<file path="config.mk">
export PLATFORM = sky130hd
export DESIGN_NAME = cp0_regfile
export DESIGN_NICKNAME = d
export VERILOG_FILES = /design/src/rtl/cp0_regfile.sv
export SDC_FILE = /design/constraint.sdc
export NUM_CORES = 1
export LEC_CHECK = 0
export ABC_CLOCK_PERIOD_IN_PS = 2400
export CAP_MARGIN = 20
export CORE_MARGIN = 4
export CORE_UTILIZATION = 40
export DETAILED_ROUTE_END_ITERATION = 10
export PLACE_DENSITY = 0.73
export REMOVE_ABC_BUFFERS = 1
export SYNTH_ARGS = -nofsm -noshare
export SYNTH_HDL_FRONTEND = slang
export SYNTH_SLANG_ARGS = --single-unit
</file>
<file path="constraint.sdc">
create_clock -name clk -period 2.4 [get_ports clk]
set_clock_uncertainty 0.15 [all_clocks]
set_input_delay 0.24 -clock clk [delete_from_list [all_inputs] [get_ports clk]]
set_output_delay 0.24 -clock clk [all_outputs]
set_load 0.05 [all_outputs]
</file>
<file path="src/rtl/cp0_regfile.sv">
`default_nettype none
// +----------------------------------------------------------------------+
// | Module   : cp0_regfile                                                |
// | Brief    : MIPS coprocessor-0 register file, timer and interrupt flag |
// | Revision : 1.0  initial release                                       |
// +----------------------------------------------------------------------+
module cp0_regfile (
    input  logic        clk,
    input  logic        reset,
    input  logic        mtc0_we,
    input  logic [7:0]  c0_addr,
    input  logic [31:0] c0_wdata,
    input  logic        wb_ex,
    input  logic [13:0] ex_type,
    input  logic        wb_bd,
    input  logic [31:0] wb_pc,
    input  logic [31:0] wb_badvaddr,
    input  logic        wb_eret,
    input  logic        exception_is_tlb_refill,
    input  logic [5:0]  ext_int_in,
    input  logic        is_TLBR,
    input  logic        is_TLBP,
    input  logic [77:0] TLB_rdata,
    input  logic        index_write_p,
    input  logic [3:0]  index_write_index,
    output logic [31:0] c0_rdata,
    output logic        has_int,
    output logic [31:0] cp0_index,
    output logic [31:0] cp0_entryhi,
    output logic [31:0] cp0_entrylo0,
    output logic [31:0] cp0_entrylo1,
    output logic [31:0] cp0_epc
);

    localparam logic [7:0] c_ADDR_INDEX    = 8'h00;
    localparam logic [7:0] c_ADDR_ENTRYLO0 = 8'h10;
    localparam logic [7:0] c_ADDR_ENTRYLO1 = 8'h18;
    localparam logic [7:0] c_ADDR_BADVADDR = 8'h40;
    localparam logic [7:0] c_ADDR_COUNT    = 8'h48;
    localparam logic [7:0] c_ADDR_ENTRYHI  = 8'h50;
    localparam logic [7:0] c_ADDR_COMPARE  = 8'h58;
    localparam logic [7:0] c_ADDR_STATUS   = 8'h60;
    localparam logic [7:0] c_ADDR_CAUSE    = 8'h68;
    localparam logic [7:0] c_ADDR_EPC      = 8'h70;

    // Registered state
    logic        r_index_p_q,       w_index_p_d;
    logic [3:0]  r_index_q,         w_index_d;
    logic [25:0] r_entrylo0_q,      w_entrylo0_d;
    logic [25:0] r_entrylo1_q,      w_entrylo1_d;
    logic [31:0] r_badvaddr_q,      w_badvaddr_d;
    logic [31:0] r_count_q,         w_count_d;
    logic        r_tick_q,          w_tick_d;
    logic [18:0] r_entryhi_vpn2_q,  w_entryhi_vpn2_d;
    logic [7:0]  r_entryhi_asid_q,  w_entryhi_asid_d;
    logic [31:0] r_compare_q,       w_compare_d;
    logic [7:0]  r_status_im_q,     w_status_im_d;
    logic        r_status_exl_q,    w_status_exl_d;
    logic        r_status_ie_q,     w_status_ie_d;
    logic        r_cause_bd_q,      w_cause_bd_d;
    logic        r_cause_ti_q,      w_cause_ti_d;
    logic [5:0]  r_cause_iphw_q,    w_cause_iphw_d;
    logic [1:0]  r_cause_ipsw_q,    w_cause_ipsw_d;
    logic [4:0]  r_cause_exccode_q, w_cause_exccode_d;
    logic [31:0] r_epc_q,           w_epc_d;

    // Decode helpers
    logic        w_mtc0;
    logic        w_wr_index, w_wr_entrylo0, w_wr_entrylo1, w_wr_count;
    logic        w_wr_entryhi, w_wr_compare, w_wr_status, w_wr_cause, w_wr_epc;
    logic [4:0]  w_exccode;
    logic        w_ex_loads_badv;
    logic        w_ex_loads_vpn2;
    logic [31:0] w_status_rd;
    logic [31:0] w_cause_rd;
    logic        w_unused_ok;

    assign w_unused_ok = exception_is_tlb_refill;

    assign w_mtc0        = mtc0_we & ~wb_ex & ~wb_eret;
    assign w_wr_index    = w_mtc0 & (c0_addr == c_ADDR_INDEX);
    assign w_wr_entrylo0 = w_mtc0 & (c0_addr == c_ADDR_ENTRYLO0);
    assign w_wr_entrylo1 = w_mtc0 & (c0_addr == c_ADDR_ENTRYLO1);
    assign w_wr_count    = w_mtc0 & (c0_addr == c_ADDR_COUNT);
    assign w_wr_entryhi  = w_mtc0 & (c0_addr == c_ADDR_ENTRYHI);
    assign w_wr_compare  = w_mtc0 & (c0_addr == c_ADDR_COMPARE);
    assign w_wr_status   = w_mtc0 & (c0_addr == c_ADDR_STATUS);
    assign w_wr_cause    = w_mtc0 & (c0_addr == c_ADDR_CAUSE);
    assign w_wr_epc      = w_mtc0 & (c0_addr == c_ADDR_EPC);

    function automatic logic [4:0] exc_code_of(input int bit_idx);
        case (bit_idx)
            1:       exc_code_of = 5'h04;
            2:       exc_code_of = 5'h02;
            3:       exc_code_of = 5'h0a;
            4:       exc_code_of = 5'h0c;
            5:       exc_code_of = 5'h08;
            6:       exc_code_of = 5'h09;
            7:       exc_code_of = 5'h04;
            8:       exc_code_of = 5'h05;
            9:       exc_code_of = 5'h02;
            10:      exc_code_of = 5'h03;
            11:      exc_code_of = 5'h01;
            default: exc_code_of = 5'h00;
        endcase
    endfunction

    // Scanning from the top down lets the lowest set bit have the final say.
    always_comb begin
        w_exccode       = 5'h00;
        w_ex_loads_badv = 1'b0;
        w_ex_loads_vpn2 = 1'b0;
        for (int i = 13; i >= 0; i--) begin
            if (ex_type[i]) begin
                w_exccode       = exc_code_of(i);
                w_ex_loads_badv = (i == 1) || (i == 2) || ((i >= 7) && (i <= 11));
                w_ex_loads_vpn2 = (i == 2) || ((i >= 9) && (i <= 11));
            end
        end
    end

    always_comb begin
        w_index_p_d       = r_index_p_q;
        w_index_d         = r_index_q;
        w_entrylo0_d      = r_entrylo0_q;
        w_entrylo1_d      = r_entrylo1_q;
        w_badvaddr_d      = r_badvaddr_q;
        w_entryhi_vpn2_d  = r_entryhi_vpn2_q;
        w_entryhi_asid_d  = r_entryhi_asid_q;
        w_compare_d       = r_compare_q;
        w_status_im_d     = r_status_im_q;
        w_status_exl_d    = r_status_exl_q;
        w_status_ie_d     = r_status_ie_q;
        w_cause_bd_d      = r_cause_bd_q;
        w_cause_ipsw_d    = r_cause_ipsw_q;
        w_cause_exccode_d = r_cause_exccode_q;
        w_epc_d           = r_epc_q;

        if (w_wr_index) begin
            w_index_p_d = 1'b0;
            w_index_d   = c0_wdata[3:0];
        end
        if (w_wr_entrylo0) w_entrylo0_d = c0_wdata[25:0];
        if (w_wr_entrylo1) w_entrylo1_d = c0_wdata[25:0];
        if (w_wr_entryhi) begin
            w_entryhi_vpn2_d = c0_wdata[31:13];
            w_entryhi_asid_d = c0_wdata[7:0];
        end
        if (w_wr_compare) w_compare_d = c0_wdata;
        if (w_wr_status) begin
            w_status_im_d  = c0_wdata[15:8];
            w_status_exl_d = c0_wdata[1];
            w_status_ie_d  = c0_wdata[0];
        end
        if (w_wr_cause) w_cause_ipsw_d = c0_wdata[9:8];
        if (w_wr_epc)   w_epc_d        = c0_wdata;

        // TLB instructions are applied after MTC0 so they win on a shared target.
        if (is_TLBR) begin
            w_entryhi_vpn2_d = TLB_rdata[77:59];
            w_entryhi_asid_d = TLB_rdata[58:51];
            w_entrylo0_d     = {TLB_rdata[49:25], TLB_rdata[50]};
            w_entrylo1_d     = {TLB_rdata[24:0],  TLB_rdata[50]};
        end
        if (is_TLBP) begin
            w_index_p_d = index_write_p;
            w_index_d   = index_write_index;
        end

        if (wb_eret) w_status_exl_d = 1'b0;

        if (wb_ex) begin
            w_cause_exccode_d = w_exccode;
            if (!r_status_exl_q) begin
                w_epc_d      = wb_bd ? (wb_pc - 32'd4) : wb_pc;
                w_cause_bd_d = wb_bd;
            end
            w_status_exl_d = 1'b1;
            if (w_ex_loads_badv) w_badvaddr_d     = wb_badvaddr;
            if (w_ex_loads_vpn2) w_entryhi_vpn2_d = wb_badvaddr[31:13];
        end
    end

    // Timer and interrupt sampling
    always_comb begin
        w_tick_d  = ~r_tick_q;
        w_count_d = r_count_q + {31'b0, r_tick_q};
        if (w_wr_count) begin
            w_count_d = c0_wdata;
            w_tick_d  = 1'b0;
        end
        w_cause_ti_d = r_cause_ti_q | (r_count_q == r_compare_q);
        if (w_wr_compare) w_cause_ti_d = 1'b0;
        w_cause_iphw_d = {ext_int_in[5] | r_cause_ti_q, ext_int_in[4:0]};
    end

    always_ff @(posedge clk) begin
        if (reset) begin
            r_index_p_q       <= 1'b0;
            r_index_q         <= 4'h0;
            r_entrylo0_q      <= 26'h0;
            r_entrylo1_q      <= 26'h0;
            r_badvaddr_q      <= 32'h0;
            r_count_q         <= 32'h0;
            r_tick_q          <= 1'b0;
            r_entryhi_vpn2_q  <= 19'h0;
            r_entryhi_asid_q  <= 8'h0;
            r_compare_q       <= 32'h0;
            r_status_im_q     <= 8'h0;
            r_status_exl_q    <= 1'b0;
            r_status_ie_q     <= 1'b0;
            r_cause_bd_q      <= 1'b0;
            r_cause_ti_q      <= 1'b0;
            r_cause_iphw_q    <= 6'h0;
            r_cause_ipsw_q    <= 2'h0;
            r_cause_exccode_q <= 5'h0;
            r_epc_q           <= 32'h0;
        end else begin
            r_index_p_q       <= w_index_p_d;
            r_index_q         <= w_index_d;
            r_entrylo0_q      <= w_entrylo0_d;
            r_entrylo1_q      <= w_entrylo1_d;
            r_badvaddr_q      <= w_badvaddr_d;
            r_count_q         <= w_count_d;
            r_tick_q          <= w_tick_d;
            r_entryhi_vpn2_q  <= w_entryhi_vpn2_d;
            r_entryhi_asid_q  <= w_entryhi_asid_d;
            r_compare_q       <= w_compare_d;
            r_status_im_q     <= w_status_im_d;
            r_status_exl_q    <= w_status_exl_d;
            r_status_ie_q     <= w_status_ie_d;
            r_cause_bd_q      <= w_cause_bd_d;
            r_cause_ti_q      <= w_cause_ti_d;
            r_cause_iphw_q    <= w_cause_iphw_d;
            r_cause_ipsw_q    <= w_cause_ipsw_d;
            r_cause_exccode_q <= w_cause_exccode_d;
            r_epc_q           <= w_epc_d;
        end
    end

    // BEV (bit 22) is hardwired high.
    assign w_status_rd = {9'b0, 1'b1, 6'b0, r_status_im_q, 6'b0, r_status_exl_q, r_status_ie_q};
    assign w_cause_rd  = {r_cause_bd_q, r_cause_ti_q, 14'b0, r_cause_iphw_q, r_cause_ipsw_q,
                          1'b0, r_cause_exccode_q, 2'b0};

    assign cp0_index    = {r_index_p_q, 27'b0, r_index_q};
    assign cp0_entryhi  = {r_entryhi_vpn2_q, 5'b0, r_entryhi_asid_q};
    assign cp0_entrylo0 = {6'b0, r_entrylo0_q};
    assign cp0_entrylo1 = {6'b0, r_entrylo1_q};
    assign cp0_epc      = r_epc_q;

    always_comb begin
        c0_rdata = 32'h0;
        case (c0_addr)
            c_ADDR_INDEX:    c0_rdata = cp0_index;
            c_ADDR_ENTRYLO0: c0_rdata = cp0_entrylo0;
            c_ADDR_ENTRYLO1: c0_rdata = cp0_entrylo1;
            c_ADDR_BADVADDR: c0_rdata = r_badvaddr_q;
            c_ADDR_COUNT:    c0_rdata = r_count_q;
            c_ADDR_ENTRYHI:  c0_rdata = cp0_entryhi;
            c_ADDR_COMPARE:  c0_rdata = r_compare_q;
            c_ADDR_STATUS:   c0_rdata = w_status_rd;
            c_ADDR_CAUSE:    c0_rdata = w_cause_rd;
            c_ADDR_EPC:      c0_rdata = r_epc_q;
            default:         c0_rdata = 32'h0;
        endcase
    end

    assign has_int = r_status_ie_q & ~r_status_exl_q &
                     (|({r_cause_iphw_q, r_cause_ipsw_q} & r_status_im_q));

endmodule
`default_nettype wire

</file>
==> impl_metrics.tcl, run 1 <==
set metrics [dict create \
    outcome "complete, but fails checks" \
    violations "negative setup slack" \
    crit_fanout 5 \
    final-setup-viol-count 1 \
    power_leakage_uw 0.00754 \
    dp_hpwl_microns 44300 \
    dp_slack_ns -0.495 \
    yosysWarnings 0 \
    async_flop_share 0 \
    finalMaxSlewViolations 0 \
    placed_cells 2528 \
    clock-root-buffer "clkbuf_16" \
    grt-ovfl-total 0 \
    rsz0062_at_grt "true" \
    dr.pass1.iters 7 \
    grt_pass1_wl_microns 88700 \
    synth_cells 1691 \
    htreeDepth 1 \
    holdWs_ns 0.0867 \
    tightest_slew_ns 0.634 \
    syn_avg_cell_area_sq_um 7.88 \
    hold_violations 0 \
    setup_ws_ns -0.00303 \
    arrival_ns 2.01 \
    viasPerCell 5.77 \
    synth_seq_cells 237 \
    criticalPathCategory "input pin to output port" \
    syn_area_sq_um 13300 \
    core_sq_um 32700 \
    max-cap-violations 0 \
    area_growth_pct 48.3 \
    setup_tns_ns -0.00303 \
    fmax_ghz 0.416 \
    wl_per_cell_microns 23.1 \
    stdcell_count 2581 \
    die_h_microns 191 \
    die_x_microns 191 \
    finalNetCount 2340 \
    cts_buffers 28 \
    drt_iter0_drc 1480 \
    grt_util_met2 0.525 \
    drc_errors 0 \
    synth_top_area_frac 0.356 \
    cp-end-kind "output port" \
    slew_headroom 0.577 \
    yosysTopAreaCell "dfxtp_1" \
    die-area_sq_um 36300 \
    start_util 0.408 \
    min_path_type "input pin to register" \
    gr-usage-met3 0.0549 \
    ctsLongestPathBuffers 3 \
    gr-usage-all-layers 0.312 \
    synth_edf_count 0 \
    synth_commonest_cells "289 x nand2_1, 237 x dfxtp_1, 137 x nor2_1, 118 x a21oi_1, 107 x clkbuf_1" \
    power.total_uw 11000 \
    clkSinkCount 237 \
    grtUsageMet1 0.411 \
    cts_tree "built" \
    grt_max_degree 113 \
    ys_top_cells_by_area "dfxtp_1 36%, nand2_1 8.1%, mux2i_1 5.0%, a21oi_1 4.4%, a211oi_1 4.1%" \
    busiest_layer "met2" \
    yosysUniqueCellTypes 68 \
    power_density_nw_per_um2 554 \
    insertion_delay_ns 0.55 \
    numPortBuffers 361 \
    ios 409 \
    antenna_found_initial 2 \
    finalCriticalPeriod_ns 2.40 \
    synthFlopType "dfxtp_1" \
    wl_microns 59700 \
    cp.required_ns 2.01 \
    drive_gt1_frac 0.158 \
    ant_nets 0 \
    synth.most_common_cell "nand2_1" \
    yosysSeqAreaShare 0.356 \
    min_period_over_period 1.00 \
    path_clk_slew_ns 0.05 \
    ir_worst_vdd_mv 0.495 \
    gp_congestion 0.938 \
    worst_setup_path_start_kind "input pin" \
    vias 14882 \
    rows 66 \
    antenna_cells 0 \
    first_global_vias 14897 \
]
## cell families after synthesis
family,after synthesis,share of synthesized area
AOI/OAI and AO/OA,407,0.205
other,1,0.000281
and+or+nand+nor,637,0.216
xor gates and xnor gates,85,0.0559
buffers and inverters,206,0.0729
muxes,115,0.0909
DFF,237,0.356
adders and majority gates,3,0.00282
## timing repair
item / in CTS / in global routing
pin swaps: 6 / 7
setup endpoints to repair: 32 / 15
hold buffers: 1 / 0
hold endpoints to repair: 12 / 0
resized for setup: 26 / 15
buffers inserted: 3 / 1
cloned: 1 / 0
## routing by layer
layer / part of all wire / wire length (microns)
met4: 0.031 / 1840
met1: 0.41 / 24300
met3: 0.092 / 5480
met2: 0.47 / 28100
met5: 0.00030 / 18
## registers in the layout, summed over array words and instances (netlist names), 2 cells and up
register / count
r_index_q: 4
r_cause_iphw_q: 6
cp0_epc: 32
r_cause_ipsw_q: 2
r_cause_exccode_q: 4
r_badvaddr_q: 32
r_entryhi_asid_q: 8
r_entryhi_vpn2_q: 19
r_count_q: 32
r_status_im_q: 8
r_entrylo0_q: 26
r_entrylo1_q: 26
r_compare_q: 32
## placed cells by master (no fill, tap or decap), types with 11 or more instances in the layout
master,synthesis,final
nor3_1,73,70
a22o_1,16,16
a221oi_1,17,17
a21oi_1,118,118
a22oi_1,19,17
a311oi_1,28,28
o21ai_0,67,65
nand3_1,19,18
dfxtp_1,237,237
nand2_1,289,287
nor2b_1,11,11
clkbuf_16,0,29
buf_4,46,149
a222oi_1,12,12
xor2_1,26,26
nand2b_1,11,11
mux2i_1,67,67
nand4_1,26,26
a211oi_1,73,73
buf_12,0,59
mux2_2,46,46
inv_1,23,22
conb_1,1,44
clkdlybuf4s50_1,0,318
nor2_1,137,135
xnor2_1,59,59
## critical path, stage by stage
cell and delay (ns):
buf_6 0.10, or4_4 0.58, buf_6 0.16, nor3_4 0.18, buf_6 0.16, buf_6 0.12, a22oi_2 0.06, nor2_1 0.11
a211o_1 0.16, buf_12 0.15
## path summary, 6_finish.rpt
kind | startpoint | endpoint | slack (ns) | cells past startpoint
max | c0_addr[7] | c0_rdata[12] | -0.003 | 10
min | is_TLBR | r_entryhi_asid_q[3] | 0.09 | 4
max reg2reg | r_count_q[6] | r_count_q[27] | 0.17 | 5
min reg2reg | r_tick_q | r_tick_q | 0.28 | 1
## power by group
part	leakage, uW	switching (uW)	internal [uW]	total, uW
Combinational	0.00516	1480	973	2450
Clock	0.000442	1750	2480	4220
Sequential	0.00194	160	4120	4280
## through the flow
| step | util | cell area, sq um |
|---|---|---|
| floorplan | - | 12600 |
| global placement | 0.574 | 18800 |
| detailed placement | 0.574 | 18800 |
| CTS | 0.603 | 19700 |
| global route | 0.605 | 19800 |
| finish | 0.605 | 19800 |
## layout make-up
cell class                      instances  area, sq um
Sequential cell                       237         4740
Clock inverter                          6         55.1
Tap cell                              442          553
Fill cell                            2899        12900
Inverter                               23         86.3
Multi-Input combinational cell       1291         7880
Timing Repair Buffer                  540         5620
Clock buffer                           42          835
(Power assumes the default switching activity.)
==> run 2, diff against run 1 <==
CAP_MARGIN = 30   (was 20)
==> results of run 2 <==
No change in the layout: final DEF, timing and power equal those of run 1.
==> run 3, diff against run 2 <==
ABC_CLOCK_PERIOD_IN_PS = default   (was 2400)
==> results of run 3 <==
No change in the layout: final DEF, timing and power equal those of run 1.
